==> config.mk <==
export PLATFORM = sky130hd
export DESIGN_NAME = hazard_ctrl_flat
export DESIGN_NICKNAME = d
export VERILOG_FILES = /design/src/rtl/hazard_pkg.sv /design/src/rtl/hazard_ctrl_if.sv /design/src/rtl/load_scoreboard.sv /design/src/rtl/hazard_ctrl.sv /design/src/flat_wrapper.sv
export SDC_FILE = /design/constraint.sdc
export NUM_CORES = 1
export LEC_CHECK = 0
export ABC_AREA = 1
export CAP_MARGIN = 10
export CORE_ASPECT_RATIO = 1.4
export CORE_MARGIN = 5
export CORE_UTILIZATION = 32
export CTS_CLUSTER_DIAMETER = 120
export DETAILED_ROUTE_END_ITERATION = 12
export SLEW_MARGIN = 20
export SYNTH_ARGS = -nofsm -noshare
export SYNTH_HDL_FRONTEND = slang
export SYNTH_SLANG_ARGS = --single-unit
==> constraint.sdc <==
create_clock -name clk -period 3.5 [get_ports clk]
set_clock_uncertainty 0.15 [all_clocks]
set_input_delay 0.7 -clock clk [delete_from_list [all_inputs] [get_ports clk]]
set_output_delay 0.7 -clock clk [all_outputs]
set_load 0.005 [all_outputs]
==> src/rtl/hazard_pkg.sv <==
// Shared types and constants for the pipeline hazard controller.
package hazard_pkg;

  // EX operand source select. MEM is the youngest producer, WB the next.
  typedef enum logic [1:0] {
    FWD_RF  = 2'b00,
    FWD_WB  = 2'b01,
    FWD_MEM = 2'b10
  } fwd_sel_e;

  // Deepest data-memory latency the scoreboard counters can express.
  localparam int LOAD_LAT_MAX = 4;

  // Width of each per-register pending-load counter.
  localparam int PEND_W = 3;

  // Observation bundle: the internal decisions behind the control outputs.
  typedef struct packed {
    logic load_set;   // EX load is being recorded in the scoreboard this cycle
    logic haz_rs1;    // ID rs1 depends on an in-flight load
    logic haz_rs2;    // ID rs2 depends on an in-flight load
    logic stall;      // load-use stall asserted this cycle
  } hz_dbg_t;

endpackage

==> src/rtl/hazard_ctrl_if.sv <==
// Pipeline-side bundle for the hazard controller: ID/EX/MEM/WB register
// fields in, stall/flush/forward controls out.
//
// There is no valid/ready handshake on this bundle. Every *_valid and
// *_reg_write input is a level qualifier for its stage in the current cycle;
// the controls coming back are combinational answers for the same cycle and
// take effect at the next clock edge in the pipeline registers.
interface hazard_ctrl_if #(
  parameter int REG_AW = 5,
  parameter int CNT_W  = 32
);
  import hazard_pkg::*;

  // ID stage
  logic              id_valid;
  logic [REG_AW-1:0] id_rs1;
  logic [REG_AW-1:0] id_rs2;
  logic              id_use_rs1;
  logic              id_use_rs2;

  // EX stage
  logic              ex_valid;
  logic              ex_mem_read;
  logic              ex_reg_write;
  logic [REG_AW-1:0] ex_rd;
  logic [REG_AW-1:0] ex_rs1;
  logic [REG_AW-1:0] ex_rs2;
  logic              ex_branch_taken;

  // MEM / WB stages
  logic              mem_reg_write;
  logic [REG_AW-1:0] mem_rd;
  logic              wb_reg_write;
  logic [REG_AW-1:0] wb_rd;

  // Controls back to the pipeline
  logic              pc_en;
  logic              ifid_en;
  logic              idex_bubble;
  logic              flush_ifid;
  fwd_sel_e          fwd_a;
  fwd_sel_e          fwd_b;
  logic [CNT_W-1:0]  stall_count;
  hz_dbg_t           dbg;

  // Pipeline side
  modport master (
    output id_valid, id_rs1, id_rs2, id_use_rs1, id_use_rs2,
    output ex_valid, ex_mem_read, ex_reg_write, ex_rd, ex_rs1, ex_rs2,
    output ex_branch_taken,
    output mem_reg_write, mem_rd, wb_reg_write, wb_rd,
    input  pc_en, ifid_en, idex_bubble, flush_ifid, fwd_a, fwd_b,
    input  stall_count, dbg
  );

  // Hazard controller side
  modport slave (
    input  id_valid, id_rs1, id_rs2, id_use_rs1, id_use_rs2,
    input  ex_valid, ex_mem_read, ex_reg_write, ex_rd, ex_rs1, ex_rs2,
    input  ex_branch_taken,
    input  mem_reg_write, mem_rd, wb_reg_write, wb_rd,
    output pc_en, ifid_en, idex_bubble, flush_ifid, fwd_a, fwd_b,
    output stall_count, dbg
  );

endinterface

==> src/rtl/load_scoreboard.sv <==
// Per-register pending-load counters. A load leaving EX arms its destination
// counter with LOAD_LAT; every armed counter counts down once per cycle.
// A register still needs to stall a consumer while its counter is >= 2.
module load_scoreboard
  import hazard_pkg::*;
#(
  parameter int NREG     = 32,
  parameter int REG_AW   = 5,
  parameter int LOAD_LAT = 1
) (
  input  logic              clk,
  input  logic              rst,
  input  logic              load_set,
  input  logic [REG_AW-1:0] load_rd,
  output logic [NREG-1:0]   pend_ge2
);

  // Out-of-range latencies are clamped so the counter width always holds it.
  localparam int LAT_C = (LOAD_LAT < 1) ? 1 :
                         (LOAD_LAT > LOAD_LAT_MAX) ? LOAD_LAT_MAX : LOAD_LAT;
  localparam logic [PEND_W-1:0] LAT_V = PEND_W'(LAT_C);
  localparam logic [PEND_W-1:0] ONE_V = PEND_W'(1);
  localparam logic [PEND_W-1:0] TWO_V = PEND_W'(2);

  logic [PEND_W-1:0] pend [NREG];

  // Counter update: clear on reset, re-arm on a new load (overwrites without
  // decrementing), otherwise count down to zero. x0 never holds a value.
  always_ff @(posedge clk) begin
    if (rst) begin
      for (int r = 0; r < NREG; r++) begin
        pend[r] <= '0;
      end
    end else begin
      for (int r = 0; r < NREG; r++) begin
        if (r == 0) begin
          pend[r] <= '0;
        end else if (load_set && (load_rd == REG_AW'(r))) begin
          pend[r] <= LAT_V;
        end else if (pend[r] != '0) begin
          pend[r] <= pend[r] - ONE_V;
        end
      end
    end
  end

  // A counter of 1 means the value reaches MEM/WB forwarding in time.
  always_comb begin
    pend_ge2 = '0;
    for (int r = 0; r < NREG; r++) begin
      pend_ge2[r] = (pend[r] >= TWO_V);
    end
  end

endmodule

==> src/rtl/hazard_ctrl.sv <==
// Hazard controller for the 5-stage RV32 pipeline. Detects load-use
// dependencies (EX load or scoreboard-pending load), flushes on taken
// branches, selects EX operand forwarding, and counts stall cycles.
module hazard_ctrl
  import hazard_pkg::*;
#(
  parameter int NREG     = 32,
  parameter int REG_AW   = 5,
  parameter int LOAD_LAT = 1,
  parameter int CNT_W    = 32
) (
  input logic           clk,
  input logic           rst,
  hazard_ctrl_if.slave  bus
);

  logic            ex_load;
  logic            load_set;
  logic            haz_rs1;
  logic            haz_rs2;
  logic            stall;
  logic [NREG-1:0] pend_ge2;
  logic [CNT_W-1:0] stall_cnt;
  fwd_sel_e        fwd_a_sel;
  fwd_sel_e        fwd_b_sel;

  // A load always writes rd, so hazard detection keys on ex_mem_read alone.
  logic unused_in;
  assign unused_in = bus.ex_reg_write;

  // A load killed by a taken branch must not leave a pending entry behind.
  assign ex_load  = bus.ex_valid && bus.ex_mem_read;
  assign load_set = ex_load && (bus.ex_rd != '0) && !bus.ex_branch_taken;

  load_scoreboard #(
    .NREG     (NREG),
    .REG_AW   (REG_AW),
    .LOAD_LAT (LOAD_LAT)
  ) u_sb (
    .clk      (clk),
    .rst      (rst),
    .load_set (load_set),
    .load_rd  (bus.ex_rd),
    .pend_ge2 (pend_ge2)
  );

  // Source hazards: the load is in EX right now, or it left EX but its data
  // is still more than one cycle away from the forwarding paths.
  always_comb begin
    haz_rs1 = 1'b0;
    haz_rs2 = 1'b0;
    if (bus.id_use_rs1 && (bus.id_rs1 != '0)) begin
      haz_rs1 = (ex_load && (bus.ex_rd == bus.id_rs1)) || pend_ge2[bus.id_rs1];
    end
    if (bus.id_use_rs2 && (bus.id_rs2 != '0)) begin
      haz_rs2 = (ex_load && (bus.ex_rd == bus.id_rs2)) || pend_ge2[bus.id_rs2];
    end
  end

  // Flush wins over stall: on a taken branch the PC loads the target and
  // the ID instruction is discarded anyway.
  always_comb begin
    stall           = bus.id_valid && (haz_rs1 || haz_rs2) && !bus.ex_branch_taken;
    bus.pc_en       = !stall;
    bus.ifid_en     = !stall;
    bus.idex_bubble = stall || bus.ex_branch_taken;
    bus.flush_ifid  = bus.ex_branch_taken;
  end

  // Operand forwarding: MEM holds the youngest result so it is checked first.
  always_comb begin
    fwd_a_sel = FWD_RF;
    fwd_b_sel = FWD_RF;
    if (bus.mem_reg_write && (bus.mem_rd != '0) && (bus.mem_rd == bus.ex_rs1)) begin
      fwd_a_sel = FWD_MEM;
    end else if (bus.wb_reg_write && (bus.wb_rd != '0) && (bus.wb_rd == bus.ex_rs1)) begin
      fwd_a_sel = FWD_WB;
    end
    if (bus.mem_reg_write && (bus.mem_rd != '0) && (bus.mem_rd == bus.ex_rs2)) begin
      fwd_b_sel = FWD_MEM;
    end else if (bus.wb_reg_write && (bus.wb_rd != '0) && (bus.wb_rd == bus.ex_rs2)) begin
      fwd_b_sel = FWD_WB;
    end
  end

  assign bus.fwd_a = fwd_a_sel;
  assign bus.fwd_b = fwd_b_sel;

  // Saturating count of load-use stall cycles.
  always_ff @(posedge clk) begin
    if (rst) begin
      stall_cnt <= '0;
    end else if (stall && (stall_cnt != '1)) begin
      stall_cnt <= stall_cnt + CNT_W'(1);
    end
  end

  assign bus.stall_count = stall_cnt;

  // Internal decisions exposed for observation.
  always_comb begin
    bus.dbg          = '0;
    bus.dbg.load_set = load_set;
    bus.dbg.haz_rs1  = haz_rs1;
    bus.dbg.haz_rs2  = haz_rs2;
    bus.dbg.stall    = stall;
  end

endmodule

==> src/flat_wrapper.sv <==
// flat-port wrapper written by rule: the top's interface ports become plain ports
module hazard_ctrl_flat import hazard_pkg::*;
#(
  parameter int NREG     = 32,
  parameter int REG_AW   = 5,
  parameter int LOAD_LAT = 1,
  parameter int CNT_W    = 32
)
  (clk, rst, bus_id_valid, bus_id_rs1, bus_id_rs2, bus_id_use_rs1, bus_id_use_rs2, bus_ex_valid, bus_ex_mem_read, bus_ex_reg_write, bus_ex_rd, bus_ex_rs1, bus_ex_rs2, bus_ex_branch_taken, bus_mem_reg_write, bus_mem_rd, bus_wb_reg_write, bus_wb_rd, bus_pc_en, bus_ifid_en, bus_idex_bubble, bus_flush_ifid, bus_fwd_a, bus_fwd_b, bus_stall_count, bus_dbg);
  hazard_ctrl_if #(.REG_AW(REG_AW), .CNT_W(CNT_W)) bus_i ();
  input logic clk;
  input logic rst;
  input wire logic [$bits(bus_i.id_valid)-1:0] bus_id_valid;
  input wire logic [$bits(bus_i.id_rs1)-1:0] bus_id_rs1;
  input wire logic [$bits(bus_i.id_rs2)-1:0] bus_id_rs2;
  input wire logic [$bits(bus_i.id_use_rs1)-1:0] bus_id_use_rs1;
  input wire logic [$bits(bus_i.id_use_rs2)-1:0] bus_id_use_rs2;
  input wire logic [$bits(bus_i.ex_valid)-1:0] bus_ex_valid;
  input wire logic [$bits(bus_i.ex_mem_read)-1:0] bus_ex_mem_read;
  input wire logic [$bits(bus_i.ex_reg_write)-1:0] bus_ex_reg_write;
  input wire logic [$bits(bus_i.ex_rd)-1:0] bus_ex_rd;
  input wire logic [$bits(bus_i.ex_rs1)-1:0] bus_ex_rs1;
  input wire logic [$bits(bus_i.ex_rs2)-1:0] bus_ex_rs2;
  input wire logic [$bits(bus_i.ex_branch_taken)-1:0] bus_ex_branch_taken;
  input wire logic [$bits(bus_i.mem_reg_write)-1:0] bus_mem_reg_write;
  input wire logic [$bits(bus_i.mem_rd)-1:0] bus_mem_rd;
  input wire logic [$bits(bus_i.wb_reg_write)-1:0] bus_wb_reg_write;
  input wire logic [$bits(bus_i.wb_rd)-1:0] bus_wb_rd;
  output wire logic [$bits(bus_i.pc_en)-1:0] bus_pc_en;
  output wire logic [$bits(bus_i.ifid_en)-1:0] bus_ifid_en;
  output wire logic [$bits(bus_i.idex_bubble)-1:0] bus_idex_bubble;
  output wire logic [$bits(bus_i.flush_ifid)-1:0] bus_flush_ifid;
  output wire logic [$bits(bus_i.fwd_a)-1:0] bus_fwd_a;
  output wire logic [$bits(bus_i.fwd_b)-1:0] bus_fwd_b;
  output wire logic [$bits(bus_i.stall_count)-1:0] bus_stall_count;
  output wire logic [$bits(bus_i.dbg)-1:0] bus_dbg;
  assign bus_i.id_valid = bus_id_valid;
  assign bus_i.id_rs1 = bus_id_rs1;
  assign bus_i.id_rs2 = bus_id_rs2;
  assign bus_i.id_use_rs1 = bus_id_use_rs1;
  assign bus_i.id_use_rs2 = bus_id_use_rs2;
  assign bus_i.ex_valid = bus_ex_valid;
  assign bus_i.ex_mem_read = bus_ex_mem_read;
  assign bus_i.ex_reg_write = bus_ex_reg_write;
  assign bus_i.ex_rd = bus_ex_rd;
  assign bus_i.ex_rs1 = bus_ex_rs1;
  assign bus_i.ex_rs2 = bus_ex_rs2;
  assign bus_i.ex_branch_taken = bus_ex_branch_taken;
  assign bus_i.mem_reg_write = bus_mem_reg_write;
  assign bus_i.mem_rd = bus_mem_rd;
  assign bus_i.wb_reg_write = bus_wb_reg_write;
  assign bus_i.wb_rd = bus_wb_rd;
  assign bus_pc_en = bus_i.pc_en;
  assign bus_ifid_en = bus_i.ifid_en;
  assign bus_idex_bubble = bus_i.idex_bubble;
  assign bus_flush_ifid = bus_i.flush_ifid;
  assign bus_fwd_a = bus_i.fwd_a;
  assign bus_fwd_b = bus_i.fwd_b;
  assign bus_stall_count = bus_i.stall_count;
  assign bus_dbg = bus_i.dbg;
  hazard_ctrl #(.NREG(NREG), .REG_AW(REG_AW), .LOAD_LAT(LOAD_LAT), .CNT_W(CNT_W)) u_core (.clk(clk), .rst(rst), .bus(bus_i));
endmodule
==> results of run 1 <==
[cell usage after synthesis, types with 2 or more instances]
| cell | number |
|---|---|
| nor2_4 | 4 |
| a31oi_1 | 5 |
| nand3_1 | 93 |
| nor2_1 | 193 |
| dfxtp_1 | 32 |
| ha_1 | 85 |
| a21oi_1 | 44 |
| o21ai_0 | 13 |
| buf_6 | 3 |
| o21bai_1 | 5 |
| o41ai_1 | 2 |
| o21bai_2 | 8 |
| o21ai_1 | 9 |
| nand2_1 | 225 |
| xor2_1 | 8 |
| nor4_1 | 3 |
| inv_2 | 8 |
| o22ai_1 | 6 |
| clkbuf_1 | 14 |
| inv_1 | 205 |
| buf_4 | 6 |
| and2_1 | 2 |
| xnor2_1 | 35 |
| nor2_2 | 3 |
| buf_2 | 5 |
| buf_1 | 3 |
| edfxtp_1 | 93 |
| nand4_1 | 43 |
| nand3b_1 | 3 |
| nor3_1 | 15 |
[layout make-up]
cell class                 instances  area share [%]
multi-input combinational        809            40.4
sequential                       125            30.4
timing repair buffer             168            13.2
inverter                         214            7.13
clock buffer                      26            4.42
tap                              370            4.10
clock inverter                     6           0.310
[final timing paths]
check	slack (ps)	depth (start not counted)	endpoint	startpoint
worst min-delay path	360	2	u_core.bus.stall_count[26]	u_core.bus.stall_count[26]
worst max-delay path	80	15	bus_dbg[1]	bus_id_rs2[1]
worst max register to register	730	16	u_core.bus.stall_count[31]	u_core.bus.stall_count[1]
worst min register to register	360	2	u_core.bus.stall_count[26]	u_core.bus.stall_count[26]
[per-stage QoR]
step | total power [W] | TNS (ps)
after floorplan | 0.00411 | 0
after global placement | 0.00480 | -1750
after detailed placement | 0.00488 | -1740
after CTS | 0.00655 | -15.9
after global routing | 0.00704 | -360
final | 0.00647 | 0
[power breakdown]
part	leakage [nW]	internal, W	switching, W
Sequential	1.27	0.00219	0.000216
Clock	0.265	0.000977	0.000643
Combinational	3.49	0.000993	0.00145
Total	5.03	0.00416	0.00231
[sequential cells by signal (all words and copies together), names as in the netlist]
| name | cells |
|---|---|
| u_core.bus.stall_count | 32 |
| u_core.u_sb.pend | 93 |
[kinds of logic (layout without fill, tap and decap cells)]
family	Yosys count	count (layout)	share of synthesized area (%)
compound gates	92	92	6.10
xor+xnor	43	43	4.22
fa+ha+maj	85	85	11.9
buf+inv	245	414	10.9
flops	125	125	38.5
simple gates	589	589	28.4
[repair_timing]
item	CTS	global route
endpoints found under the hold margin	0	0
setup buffers	2	3
pin swaps	8	5
resized for setup	22	15
setup endpoints to repair	9	7
[critical path, stage by stage]
cell and delay, ps:
clkdlybuf4s50_1 420, buf_6 140, nor2_4 150, buf_4 140, nand2_1 50, nand3_1 90, nand3_1 90, nand2_1 60
nand2_1 40, nand3_1 80, nand2_2 90, buf_4 140, buf_4 120, inv_1 40, dlygate4sd2_1 220
[per-layer routing]
| metal | up-vias | global-route usage [%] | part of all wire, % |
|---|---|---|---|
| met4 | 0 | 5.51 | 2.7 |
| met2 | 165 | 27.0 | 52 |
| met5 | - | 0 | 0 |
| met1 | 3620 | 16.5 | 41 |
| li1 | 4113 | - | - |
| met3 | 45 | 3.25 | 4.2 |
==> flow_summary.toml, run 1 <==
[worst_setup_path]
worstSetupPathType = "in -> out"
worst-path-max-fanout = 4
worst_setup_path_start_kind = "input pin"
worstPathRequired_ps = 2650
worstPathArrival_ps = 2570
endpoint_kind = "output pin"

[place]
dp.final_hpwl_um = 17300
io_buffers = 88
pre_cts_ws_ps = -426
numPlacedInstances = 1681
place_congestion = 0.900
placed_cell_area_mm2 = 0.0107

[global_routing]
grt_max_degree = 59
antenna_found_initial = 0
overflow = 0
grt_pass1_vias = 8142
grt_pass1_wl_um = 37500
grt_usage_pct = 14.8

[pwr]
p_leak_nw = 5.03
power_density_mw_per_mm2 = 572
worst_ir_drop_vdd_mv = 0.398

[final_layout]
final_cells = 1718
drive_gt1_share_pct = 10.8
fin_nets = 1466
multiInputGateArea_mm2 = 0.00457
final_cell_mix = "nand2_1, inv_1, nor2_1"
seq_area_mm2 = 0.00343
n_antenna_cell = 0
area_growth_pct = 26.6
fillers = 2897
layout_commonest_cell = "nand2_1"
fin_util_pct = 41.0
fin_area_mm2 = 0.0113

[routing]
drtPass1Iterations = 5
ant_nets = 0
wl_per_cell_um = 13.0
totalWireLength_um = 22300
viasPerCell = 4.62
drt_iter0_markers = 260
drc = 0
vias = 7943

[clock_network]
cts.sinks = 125
clock_latency_ps = 420
clk_pin_slew_ps = 60
cts_tree = "built"
clock-root-buffer = "clkbuf_16"
numCtsBuffers = 17
htree_levels = 4
hold_buffers = 0
clk_path_buf_depth = 2

[yosys]
syn_area_per_cell_um2 = 7.57
yosys.area.top_type = "edfxtp_1"
synthDistinctLibCells = 36
synth_nets = 1310
synth-edff-count = 93
synth_cells = 1179
yosysSeqAreaShare_pct = 38.5
yosysTopAreaCellShare_pct = 31.3
syn_area_mm2 = 0.00892
ys_ff_latch = 125
synth_async_sr_flop_share_pct = 0
synth-main-ff-cell = "edfxtp_1"
synthTopCellsByArea = "edfxtp_1, ha_1, nand2_1, inv_1, nor2_1"
ys_warn_count = 0

[timing]
hold_violations = 0
grt_setup_unrepaired = "yes"
finalMaxSlewViolations = 0
slew_headroom_pct = 55.9
min_period_ps = 3420
worst_hold_slack_ps = 364
fmax_mhz = 292
worst_pin_slew_ps = 661
fin_crit_sh_pct = 97.7
report.final.setup_viol = 0
worst_slack_ps = 79.1

[floorplan]
num_rows = 72
die_w_um = 151
core_area_mm2 = 0.0276
io_pins = 90
initial_utilization_pct = 32.4
die_y_um = 208
fp.dieArea_mm2 = 0.0314

[run]
maxCapViolations = 0

[min_path]
hold_class = "reg -> reg"

[status]
status = "complete, no violations"
(Power assumes the default switching activity.)
==> run 2: changes to the inputs <==
Settings changed: GPL_ROUTABILITY_DRIVEN set to 0.
==> flow_summary.toml, run 2 (synthesis results as in run 1) <==
[routing]
totalWireLength_um = 22300
viasPerCell = 4.61
drc = 0
drtPass1Iterations = 5
ant_nets = 0
vias = 7899
drt_iter0_markers = 263
wl_per_cell_um = 13.0

[pwr]
netSwitchingFraction_pct = 35.0
internal-power_w = 0.00436
power.switching_w = 0.00235
p_total_w = 0.00671
pwr-share-clk_pct = 28.0
p_leak_nw = 5.07
power_density_mw_per_mm2 = 588
pwr-share-comb_pct = 36.2
worst_ir_drop_vdd_mv = 0.398
seqPwrFrac_pct = 35.8

[worst_setup_path]
worstSetupPathType = "in -> out"
worst_setup_path_start_kind = "input pin"
endpoint_kind = "output pin"
rr_startpoint = "u_core.bus.stall_count[0]"
worstPathRequired_ps = 2650
r2r_end = "u_core.bus.stall_count[31]"
worstPathArrival_ps = 2540
worstSetupEndpoint = "bus_dbg[0]"
crit_start = "bus_id_rs1[1]"
rrSetupSlack_ps = 720
reg2regPathDepth = 16
worst-path-max-fanout = 8

[min_path]
hold_class = "reg -> reg"
min_from = "u_core.bus.stall_count[26]"

[place]
io_buffers = 88
dp.final_hpwl_um = 17000
numPlacedInstances = 1677

[final_layout]
final_cells = 1714
largest_register_ffs = 93
layout_commonest_cell = "nand2_1"
fin_nets = 1462
final_cell_mix = "nand2_1, inv_1, nor2_1"
area_growth_pct = 27.9
n_antenna_cell = 0
largest-register = "u_core.u_sb.pend"
drive_gt1_share_pct = 11.2
fin_util_pct = 41.4

[floorplan]
fp.dieArea_mm2 = 0.0314
io_pins = 90
core_area_mm2 = 0.0276
num_rows = 72
initial_utilization_pct = 32.4
die_w_um = 151
die_y_um = 208

[global_routing]
grt_usage_pct = 14.5
antenna_found_initial = 0
overflow = 0
grt_max_degree = 89
grt_pass1_vias = 8056
grt_pass1_wl_um = 36500

[clock_network]
clk_pin_slew_ps = 60
clock_latency_ps = 420
cts.sinks = 125
clk_path_buf_depth = 2
clock-root-buffer = "clkbuf_16"
htree_levels = 4
cts_tree = "built"
numCtsBuffers = 17
hold_buffers = 0

[timing]
fin_crit_sh_pct = 96.7
finalMaxSlewViolations = 0
grt_setup_unrepaired = "no"
worst_pin_slew_ps = 456
report.final.setup_viol = 0
fmax_mhz = 295
min_period_ps = 3390
hold_violations = 0
slew_headroom_pct = 69.6

[status]
status = "complete, no violations"

[run]
maxCapViolations = 0
-- run 2: cell types whose count changed in the layout (fill, tap and decap cells not counted), sizes merged --
cell / before / now
dlygate4sd2: 4 / 3
inv: 216 / 215
clkinvlp: 1 / 3
buf: 82 / 78
dlymetal6s2s: 4 / 5
bufinv: 0 / 4
clkbuf: 29 / 21
clkinv: 3 / 7
clkdlybuf4s50: 75 / 74
-- run 2: critical path, cell delays in order --
cell	delay, ps
clkdlybuf4s50_1	420
buf_6	150
nor2_4	210
buf_4	150
a21oi_1	50
nand2_1	80
nand3_1	70
nand2_1	70
nand2_1	50
nand3_2	60
nand2_2	80
nand2_4	130
nand2_4	70
nor2_4	110
buf_2	130
-- run 2: metal layers --
layer	routed length [µm]	track usage, %	vias up
li1	-	-	4100
met1	9250	16.1	3600
met2	11500	26.5	166
met3	1020	3.36	33
met4	541	4.97	0
met5	0	0	-
-- run 2: timing repair --
action	in CTS	in global routing
buffers inserted	1	4
endpoints found under the setup margin	10	9
resized for setup	20	24
pin swaps	6	10
endpoints found under the hold margin	0	0
-- run 2: worst min-delay path by stage --
| stage | end | depth (start not counted) |
|---|---|---|
| 2_1_floorplan | u_core.bus.stall_count[26] | 2 |
| 3_3_place_gp | u_core.bus.stall_count[26] | 2 |
| 3_5_place_dp | u_core.bus.stall_count[26] | 2 |
| 4_1_cts | u_core.bus.stall_count[26] | 2 |
| 5_1_grt | u_core.bus.stall_count[26] | 2 |
| 6_report | u_core.bus.stall_count[26] | 2 |
-- run 2: power by group through the flow --
stage / Clock, W / Sequential, W / Combinational [W]
after detailed placement: 0 / 0.00244 / 0.00242
after global routing: 0.00200 / 0.00245 / 0.00284
final: 0.00188 / 0.00240 / 0.00243
after CTS: 0.00193 / 0.00241 / 0.00244
after floorplan: 0 / 0.00238 / 0.00174
after global placement: 0 / 0.00241 / 0.00238
-- run 2: cell type report --
type | count | area [µm²]
Sequential cell | 125 | 3430
Inverter | 214 | 803
Clock inverter | 15 | 196
Timing Repair Buffer | 164 | 1500
Tap cell | 370 | 463
Fill cell | 2863 | 16200
Clock buffer | 17 | 425
Multi-Input combinational cell | 809 | 4590
-- run 2: stage by stage --
stage	hold slack, ps	setup WS, ps	area, µm²	TNS (ps)
after detailed placement	354	-434	10700	-1810
after global routing	417	13.6	11400	0
after floorplan	328	509	8920	0
after CTS	364	-22.5	11300	-22.5
final	358	115	11400	0
after global placement	349	-416	10700	-1720
